File: config.mk
export PLATFORM = sky130hd
export DESIGN_NAME = alu_arbiter_flat
export DESIGN_NICKNAME = d
export VERILOG_FILES = /design/src/rtl/alu_arbiter_if.sv /design/src/rtl/alu_arbiter.sv /design/src/flat_wrapper.sv
export SDC_FILE = /design/constraint.sdc
export NUM_CORES = 1
export LEC_CHECK = 0
export CAP_MARGIN = 20
export CORE_MARGIN = 2
export CORE_UTILIZATION = 37
export DETAILED_ROUTE_END_ITERATION = 12
export GPL_ROUTABILITY_DRIVEN = 0
export PLACE_DENSITY_LB_ADDON = 0.08
export SETUP_SLACK_MARGIN = 0.3
export SLEW_MARGIN = 25
export SYNTH_ARGS = -nofsm -noshare
export SYNTH_HDL_FRONTEND = slang
export SYNTH_SLANG_ARGS = --single-unit
File: constraint.sdc
create_clock -name clk -period 2.9 [get_ports clk]
set_input_delay 0.725 -clock clk [delete_from_list [all_inputs] [get_ports clk]]
set_output_delay 0.725 -clock clk [all_outputs]
set_load 0.01 [all_outputs]
File: src/rtl/alu_arbiter_if.sv
`default_nettype none
// ============================================================================
// alu_arbiter_if : requester/response bundle shared by the ALU arbiter.
// Rev 1.0
// ============================================================================
interface alu_arbiter_if #(
  parameter int NUM_REQ = 4,
  parameter int ID_W    = 2
);
  logic [NUM_REQ-1:0]   req_valid;
  logic [NUM_REQ-1:0]   req_ready;
  logic [8*NUM_REQ-1:0] req_a;
  logic [8*NUM_REQ-1:0] req_b;
  logic [3*NUM_REQ-1:0] req_op;
  logic                 rsp_valid;
  logic                 rsp_ready;
  logic [ID_W-1:0]      rsp_id;
  logic [15:0]          rsp_data;
  logic                 rsp_err;

  // Requester side: drives requests, consumes responses.
  modport master (
    output req_valid, req_a, req_b, req_op, rsp_ready,
    input  req_ready, rsp_valid, rsp_id, rsp_data, rsp_err
  );

  // Arbiter side.
  modport slave (
    input  req_valid, req_a, req_b, req_op, rsp_ready,
    output req_ready, rsp_valid, rsp_id, rsp_data, rsp_err
  );
endinterface
`default_nettype wire

File: src/rtl/alu_arbiter.sv
`default_nettype none
// ============================================================================
// alu_arbiter : round-robin sharing of one ALU, one op in flight, with
//               illegal-opcode screening and a stuck-ALU timeout.
// Rev 1.0
// ============================================================================
module alu_arbiter #(
  parameter int NUM_REQ = 4,
  parameter int ID_W    = 2,
  parameter int TIMEOUT = 8
) (
  input  logic          clk,
  input  logic          rst_n,
  alu_arbiter_if.slave  bus,
  output logic          busy,
  output logic          alu_en,
  output logic [7:0]    alu_a,
  output logic [7:0]    alu_b,
  output logic [2:0]    alu_op,
  input  logic [15:0]   alu_result,
  input  logic          alu_done
);

  localparam int CNT_W = $clog2(TIMEOUT + 1);

  if (ID_W != $clog2(NUM_REQ)) begin : g_bad_id_w
    $error("alu_arbiter: ID_W must equal clog2(NUM_REQ)");
  end
  if (TIMEOUT < 2) begin : g_bad_timeout
    $error("alu_arbiter: TIMEOUT must be at least 2");
  end

  typedef enum logic [1:0] {
    S_IDLE  = 2'd0,
    S_ISSUE = 2'd1,
    S_WAIT  = 2'd2,
    S_RESP  = 2'd3
  } state_t;

  state_t           state_q,     state_d;
  logic [ID_W-1:0]  ptr_q,       ptr_d;
  logic [CNT_W-1:0] cnt_q,       cnt_d;
  logic             rsp_valid_q, rsp_valid_d;
  logic             rsp_err_q,   rsp_err_d;
  logic [ID_W-1:0]  rsp_id_q,    rsp_id_d;
  logic [15:0]      rsp_data_q,  rsp_data_d;
  logic             busy_q,      busy_d;
  logic             alu_en_q,    alu_en_d;
  logic [7:0]       alu_a_q,     alu_a_d;
  logic [7:0]       alu_b_q,     alu_b_d;
  logic [2:0]       alu_op_q,    alu_op_d;

  logic [2*NUM_REQ-1:0] valid_dbl;
  logic [NUM_REQ-1:0]   valid_rot;
  logic                 grant_found;
  logic [ID_W-1:0]      grant_idx;
  logic [ID_W-1:0]      grant_next;
  logic [7:0]           sel_a;
  logic [7:0]           sel_b;
  logic [2:0]           sel_op;
  logic                 sel_legal;

  // Rotate the valid vector so bit 0 is the pointer position; the lowest set
  // bit of the rotated vector is the round-robin winner.
  always_comb begin : arb_search
    valid_dbl   = {bus.req_valid, bus.req_valid} >> ptr_q;
    valid_rot   = valid_dbl[NUM_REQ-1:0];
    grant_found = 1'b0;
    grant_idx   = '0;
    for (int k = NUM_REQ - 1; k >= 0; k--) begin
      if (valid_rot[k]) begin
        grant_found = 1'b1;
        grant_idx   = ID_W'((int'(ptr_q) + k) % NUM_REQ);
      end
    end
    grant_next = (grant_idx == ID_W'(NUM_REQ - 1)) ? '0 : grant_idx + 1'b1;
  end

  always_comb begin : operand_sel
    sel_a  = '0;
    sel_b  = '0;
    sel_op = '0;
    for (int k = 0; k < NUM_REQ; k++) begin
      if (grant_idx == ID_W'(k)) begin
        sel_a  = bus.req_a[8*k +: 8];
        sel_b  = bus.req_b[8*k +: 8];
        sel_op = bus.req_op[3*k +: 3];
      end
    end
    sel_legal = (sel_op <= 3'd5);
  end

  always_comb begin : ready_gen
    bus.req_ready = '0;
    if (state_q == S_IDLE && grant_found) begin
      bus.req_ready = {{(NUM_REQ-1){1'b0}}, 1'b1} << grant_idx;
    end
  end

  always_comb begin : next_state
    state_d     = state_q;
    ptr_d       = ptr_q;
    cnt_d       = cnt_q;
    rsp_valid_d = rsp_valid_q;
    rsp_err_d   = rsp_err_q;
    rsp_id_d    = rsp_id_q;
    rsp_data_d  = rsp_data_q;
    alu_en_d    = 1'b0;
    alu_a_d     = alu_a_q;
    alu_b_d     = alu_b_q;
    alu_op_d    = alu_op_q;

    case (state_q)
      S_IDLE: begin
        if (grant_found) begin
          ptr_d    = grant_next;
          rsp_id_d = grant_idx;
          if (sel_legal) begin
            state_d  = S_ISSUE;
            alu_en_d = 1'b1;
            alu_a_d  = sel_a;
            alu_b_d  = sel_b;
            alu_op_d = sel_op;
          end else begin
            // Illegal opcode never reaches the ALU.
            state_d     = S_RESP;
            rsp_valid_d = 1'b1;
            rsp_err_d   = 1'b1;
            rsp_data_d  = '0;
          end
        end
      end

      S_ISSUE: begin
        cnt_d   = '0;
        state_d = S_WAIT;
      end

      S_WAIT: begin
        if (alu_done) begin
          state_d     = S_RESP;
          rsp_valid_d = 1'b1;
          rsp_err_d   = 1'b0;
          rsp_data_d  = alu_result;
        end else begin
          cnt_d = cnt_q + 1'b1;
          if (cnt_q == CNT_W'(TIMEOUT - 1)) begin
            state_d     = S_RESP;
            rsp_valid_d = 1'b1;
            rsp_err_d   = 1'b1;
            rsp_data_d  = '0;
          end
        end
      end

      S_RESP: begin
        // No arbitration here: the next grant waits for a full IDLE cycle.
        if (rsp_valid_q && bus.rsp_ready) begin
          rsp_valid_d = 1'b0;
          state_d     = S_IDLE;
        end
      end

      default: state_d = S_IDLE;
    endcase

    busy_d = (state_d != S_IDLE);
  end

  always_ff @(posedge clk or negedge rst_n) begin : regs
    if (!rst_n) begin
      state_q     <= S_IDLE;
      ptr_q       <= '0;
      cnt_q       <= '0;
      rsp_valid_q <= 1'b0;
      rsp_err_q   <= 1'b0;
      rsp_id_q    <= '0;
      rsp_data_q  <= '0;
      busy_q      <= 1'b0;
      alu_en_q    <= 1'b0;
      alu_a_q     <= '0;
      alu_b_q     <= '0;
      alu_op_q    <= '0;
    end else begin
      state_q     <= state_d;
      ptr_q       <= ptr_d;
      cnt_q       <= cnt_d;
      rsp_valid_q <= rsp_valid_d;
      rsp_err_q   <= rsp_err_d;
      rsp_id_q    <= rsp_id_d;
      rsp_data_q  <= rsp_data_d;
      busy_q      <= busy_d;
      alu_en_q    <= alu_en_d;
      alu_a_q     <= alu_a_d;
      alu_b_q     <= alu_b_d;
      alu_op_q    <= alu_op_d;
    end
  end

  assign bus.rsp_valid = rsp_valid_q;
  assign bus.rsp_err   = rsp_err_q;
  assign bus.rsp_id    = rsp_id_q;
  assign bus.rsp_data  = rsp_data_q;
  assign busy          = busy_q;
  assign alu_en        = alu_en_q;
  assign alu_a         = alu_a_q;
  assign alu_b         = alu_b_q;
  assign alu_op        = alu_op_q;

endmodule
`default_nettype wire

File: src/flat_wrapper.sv
// flat-port wrapper written by rule: the top's interface ports become plain ports
module alu_arbiter_flat 
#(
  parameter int NUM_REQ = 4,
  parameter int ID_W    = 2,
  parameter int TIMEOUT = 8
)
  (clk, rst_n, busy, alu_en, alu_a, alu_b, alu_op, alu_result, alu_done, bus_req_valid, bus_req_a, bus_req_b, bus_req_op, bus_rsp_ready, bus_req_ready, bus_rsp_valid, bus_rsp_id, bus_rsp_data, bus_rsp_err);
  alu_arbiter_if #(.NUM_REQ(NUM_REQ), .ID_W(ID_W)) bus_i ();
  input  logic clk;
  input  logic rst_n;
  output logic busy;
  output logic alu_en;
  output logic [7:0] alu_a;
  output logic [7:0] alu_b;
  output logic [2:0] alu_op;
  input  logic [15:0] alu_result;
  input  logic alu_done;
  input wire logic [$bits(bus_i.req_valid)-1:0] bus_req_valid;
  input wire logic [$bits(bus_i.req_a)-1:0] bus_req_a;
  input wire logic [$bits(bus_i.req_b)-1:0] bus_req_b;
  input wire logic [$bits(bus_i.req_op)-1:0] bus_req_op;
  input wire logic [$bits(bus_i.rsp_ready)-1:0] bus_rsp_ready;
  output wire logic [$bits(bus_i.req_ready)-1:0] bus_req_ready;
  output wire logic [$bits(bus_i.rsp_valid)-1:0] bus_rsp_valid;
  output wire logic [$bits(bus_i.rsp_id)-1:0] bus_rsp_id;
  output wire logic [$bits(bus_i.rsp_data)-1:0] bus_rsp_data;
  output wire logic [$bits(bus_i.rsp_err)-1:0] bus_rsp_err;
  assign bus_i.req_valid = bus_req_valid;
  assign bus_i.req_a = bus_req_a;
  assign bus_i.req_b = bus_req_b;
  assign bus_i.req_op = bus_req_op;
  assign bus_i.rsp_ready = bus_rsp_ready;
  assign bus_req_ready = bus_i.req_ready;
  assign bus_rsp_valid = bus_i.rsp_valid;
  assign bus_rsp_id = bus_i.rsp_id;
  assign bus_rsp_data = bus_i.rsp_data;
  assign bus_rsp_err = bus_i.rsp_err;
  alu_arbiter #(.NUM_REQ(NUM_REQ), .ID_W(ID_W), .TIMEOUT(TIMEOUT)) u_core (.clk(clk), .rst_n(rst_n), .bus(bus_i), .busy(busy), .alu_en(alu_en), .alu_a(alu_a), .alu_b(alu_b), .alu_op(alu_op), .alu_result(alu_result), .alu_done(alu_done));
endmodule
==> qor.yml <==
outcome: "finished clean"
cts_hold_buf: 0
setup_violations: 0
core_um2: 7650
area_growth_pct: 78.1
tightest_slew_ns: 0.819
critPathKind: "in -> reg"
p_total_mw: 4.49
synth_area_leaders: "dfrtp_1, a221oi_1, nor2b_1"
synth.avg_cell_area_um2: 9.88
synth_top_cell_by_area: "dfrtp_1"
setup_slack_ns: 0.00580
rows: 32
first_pass_iters: 6
leakagePower_nw: 2.16
avgRoutedWirePerCell_um: 16.5
grt_pass1_vias: 2784
io_pins: 145
finalClockSkew_ns: 0.00364
synth_top_area_share: 0.425
synthAdderAreaFrac: 0.0217
hp-class: "in -> async"
synth_compound_area_frac: 0.252
drt-total-wl_um: 9450
critPathMaxFanout: 5
path_cells: "buf_8, a21o_1, a21oi_2, o22ai_4, buf_6, ha_4, buf_6, nand3b_1, a211o_4, o21ai_4, buf_6, buf_12, buf_16, mux2_4"
yosys.area_share.simple: 0.153
slew_violations: 0
place_area_um2: 4560
grt_max_degree: 38
yosysSeqAreaShare: 0.425
critPathArrivalTime_ns: 3.08
drive_gt1_frac: 0.247
cp_common_cell: "buf_6"
relSlewSlack: 0.454
grt-ovfl-total: 0
cp-start-kind: "input port"
die_h_um: 92.3
ys.flop_type: "dfrtp_1"
final_antenna_net_count: 0
cp_top_family: "compound AO/OA/AOI/OAI gates"
numPortBuffers: 144
cts_root_buffer: "clkbuf_8"
viasPerCell: 5.22
drt-initial-drc-count: 135
syn_area_um2: 2890
ys_types: 40
grt_pass1_wl_um: 14300
synth_warnings: 0
tritoncts: "done"
die_area_um2: 8520
utilization: 0.672
grtUsageTotal: 0.210
cts_sinks: 49
finalHoldViolCount: 0
async_flop_share: 1.00
via_count: 2984
synthXorXnorAreaFrac: 0
hpwlAfterDp_um: 6520
crit_path_top_delay_cell: "a211o_4"
nets: 575
clk_pin_slew_worst_paths_ns: 0.09
synthMuxAreaShare: 0.0928
place_ws_ns: -0.634
postSynthCellCount: 292
max_cap_violations: 0
period_needed_ns: 2.89
layout.cells.most_common: "clkdlybuf4s50_1"
antenna_found_initial: 0
start_util: 0.377
final_area_um2: 5140
syn_nets: 397
layout_common_cells: "clkdlybuf4s50_1, dfrtp_1, nand2_1, buf_4, nor2b_1"
synth_top_family_by_area: "compound AO/OA/AOI/OAI gates"
ys_ff_latch: 49
antenna_cells: 0
chipWidth_um: 92.3
synth_edf_count: 0
cts_made_buffers: 5
crit_required_ns: 3.09
cp_slowest_stage_delay_ns: 0.38
power.density_nw_per_um2: 873
min_period_over_period: 0.998
htreeDepth: 2
drc: 0
cts_buffer_depth: 2
worstSetupEndpointType: "register"
clk_latency_ns: 0.30
ir_worst_vdd_mv: 0.413
max_freq_mhz: 346
crit_buf_inv: 6
rsz0062_at_grt: "true"
## per-stage QoR
stage | TNS (ns) | instances | hold WS [ns]
2_1_floorplan | 0 | 292 | 0.429
3_3_place_gp | -20.83 | 542 | 0.487
3_5_place_dp | -24.01 | 542 | 0.494
4_1_cts | 0 | 565 | 0.516
5_1_grt | -0.282 | 572 | 0.534
6_report | 0 | 572 | 0.505
## per-layer routing
layer / vias up / track usage / part of all wire
li1: 1433 / - / -
met1: 1448 / 0.285 / 0.43
met2: 95 / 0.354 / 0.51
met3: 8 / 0.0342 / 0.048
met4: 0 / 0.0485 / 0.011
met5: - / 0 / 0
## flip-flops by register name, indices dropped and copies added, names as in the netlist
signal                count
u_core.bus.rsp_err        1
u_core.bus.rsp_id         2
u_core.bus.rsp_valid      1
u_core.bus.rsp_data      16
u_core.ptr_q              2
u_core.alu_en             1
u_core.alu_a              8
u_core.alu_op             3
u_core.state_q            2
u_core.busy               1
u_core.alu_b              8
u_core.cnt_q              4
## area by class of cell
type | count | area (µm²)
Sequential cell | 49 | 1230
Timing Repair Buffer | 193 | 1970
Inverter | 10 | 45.0
Clock buffer | 6 | 82.6
Tap cell | 102 | 128
Multi-Input combinational cell | 211 | 1670
Clock inverter | 1 | 7.51
Fill cell | 597 | 2510
## synth_stat cells, types with 6 or more instances
cell and instances:
a21oi_1 14, a221oi_1 16, a22oi_1 18, buf_2 6, clkbuf_1 12, dfrtp_1 49, inv_1 10, mux2_2 10
mux2_4 9, nand2_1 36, nor2b_1 22, o21ai_0 21, o31ai_1 16
## worst paths after layout
path	start	to	slack, ns	cells after the start
worst min register to register	u_core.alu_b[0]	u_core.alu_b[0]	0.51	1
max in group asynchronous	rst_n	u_core.alu_b[1]	1.75	2
worst max-delay path	bus_req_valid[0]	u_core.alu_b[6]	0.006	14
worst max register to register	u_core.ptr_q[1]	u_core.alu_b[6]	0.05	13
worst min-delay path	rst_n	u_core.bus.rsp_data[15]	0.50	1
min in group clk	u_core.alu_b[0]	u_core.alu_b[0]	0.51	1
## timing repair
| item | 4_1_cts | 5_1_grt |
|---|---|---|
| resized for setup | 80 | 31 |
| endpoints found under the setup margin | 43 | 41 |
| pin swaps | 10 | 11 |
| cloned | 4 | 0 |
| buffers inserted | 12 | 7 |
## cells by family (layout without fill, tap and decap cells)
| logic type | Yosys count | after routing |
|---|---|---|
| flip-flops | 49 | 49 |
| buffers and inverters | 32 | 210 |
| adder cells (fa/ha/maj) | 5 | 5 |
| AO/OA/AOI/OAI | 102 | 102 |
| multiplexers | 21 | 21 |
| AND/OR/NAND/NOR | 83 | 83 |
## power by group
group	total, mW	switching [mW]	internal, mW
combinational	2.80	1.18	1.62
sequential	1.27	0.267	1.00
clock	0.417	0.228	0.189
total	4.49	1.67	2.81
Note: power is estimated with default switching activity, not from simulation.
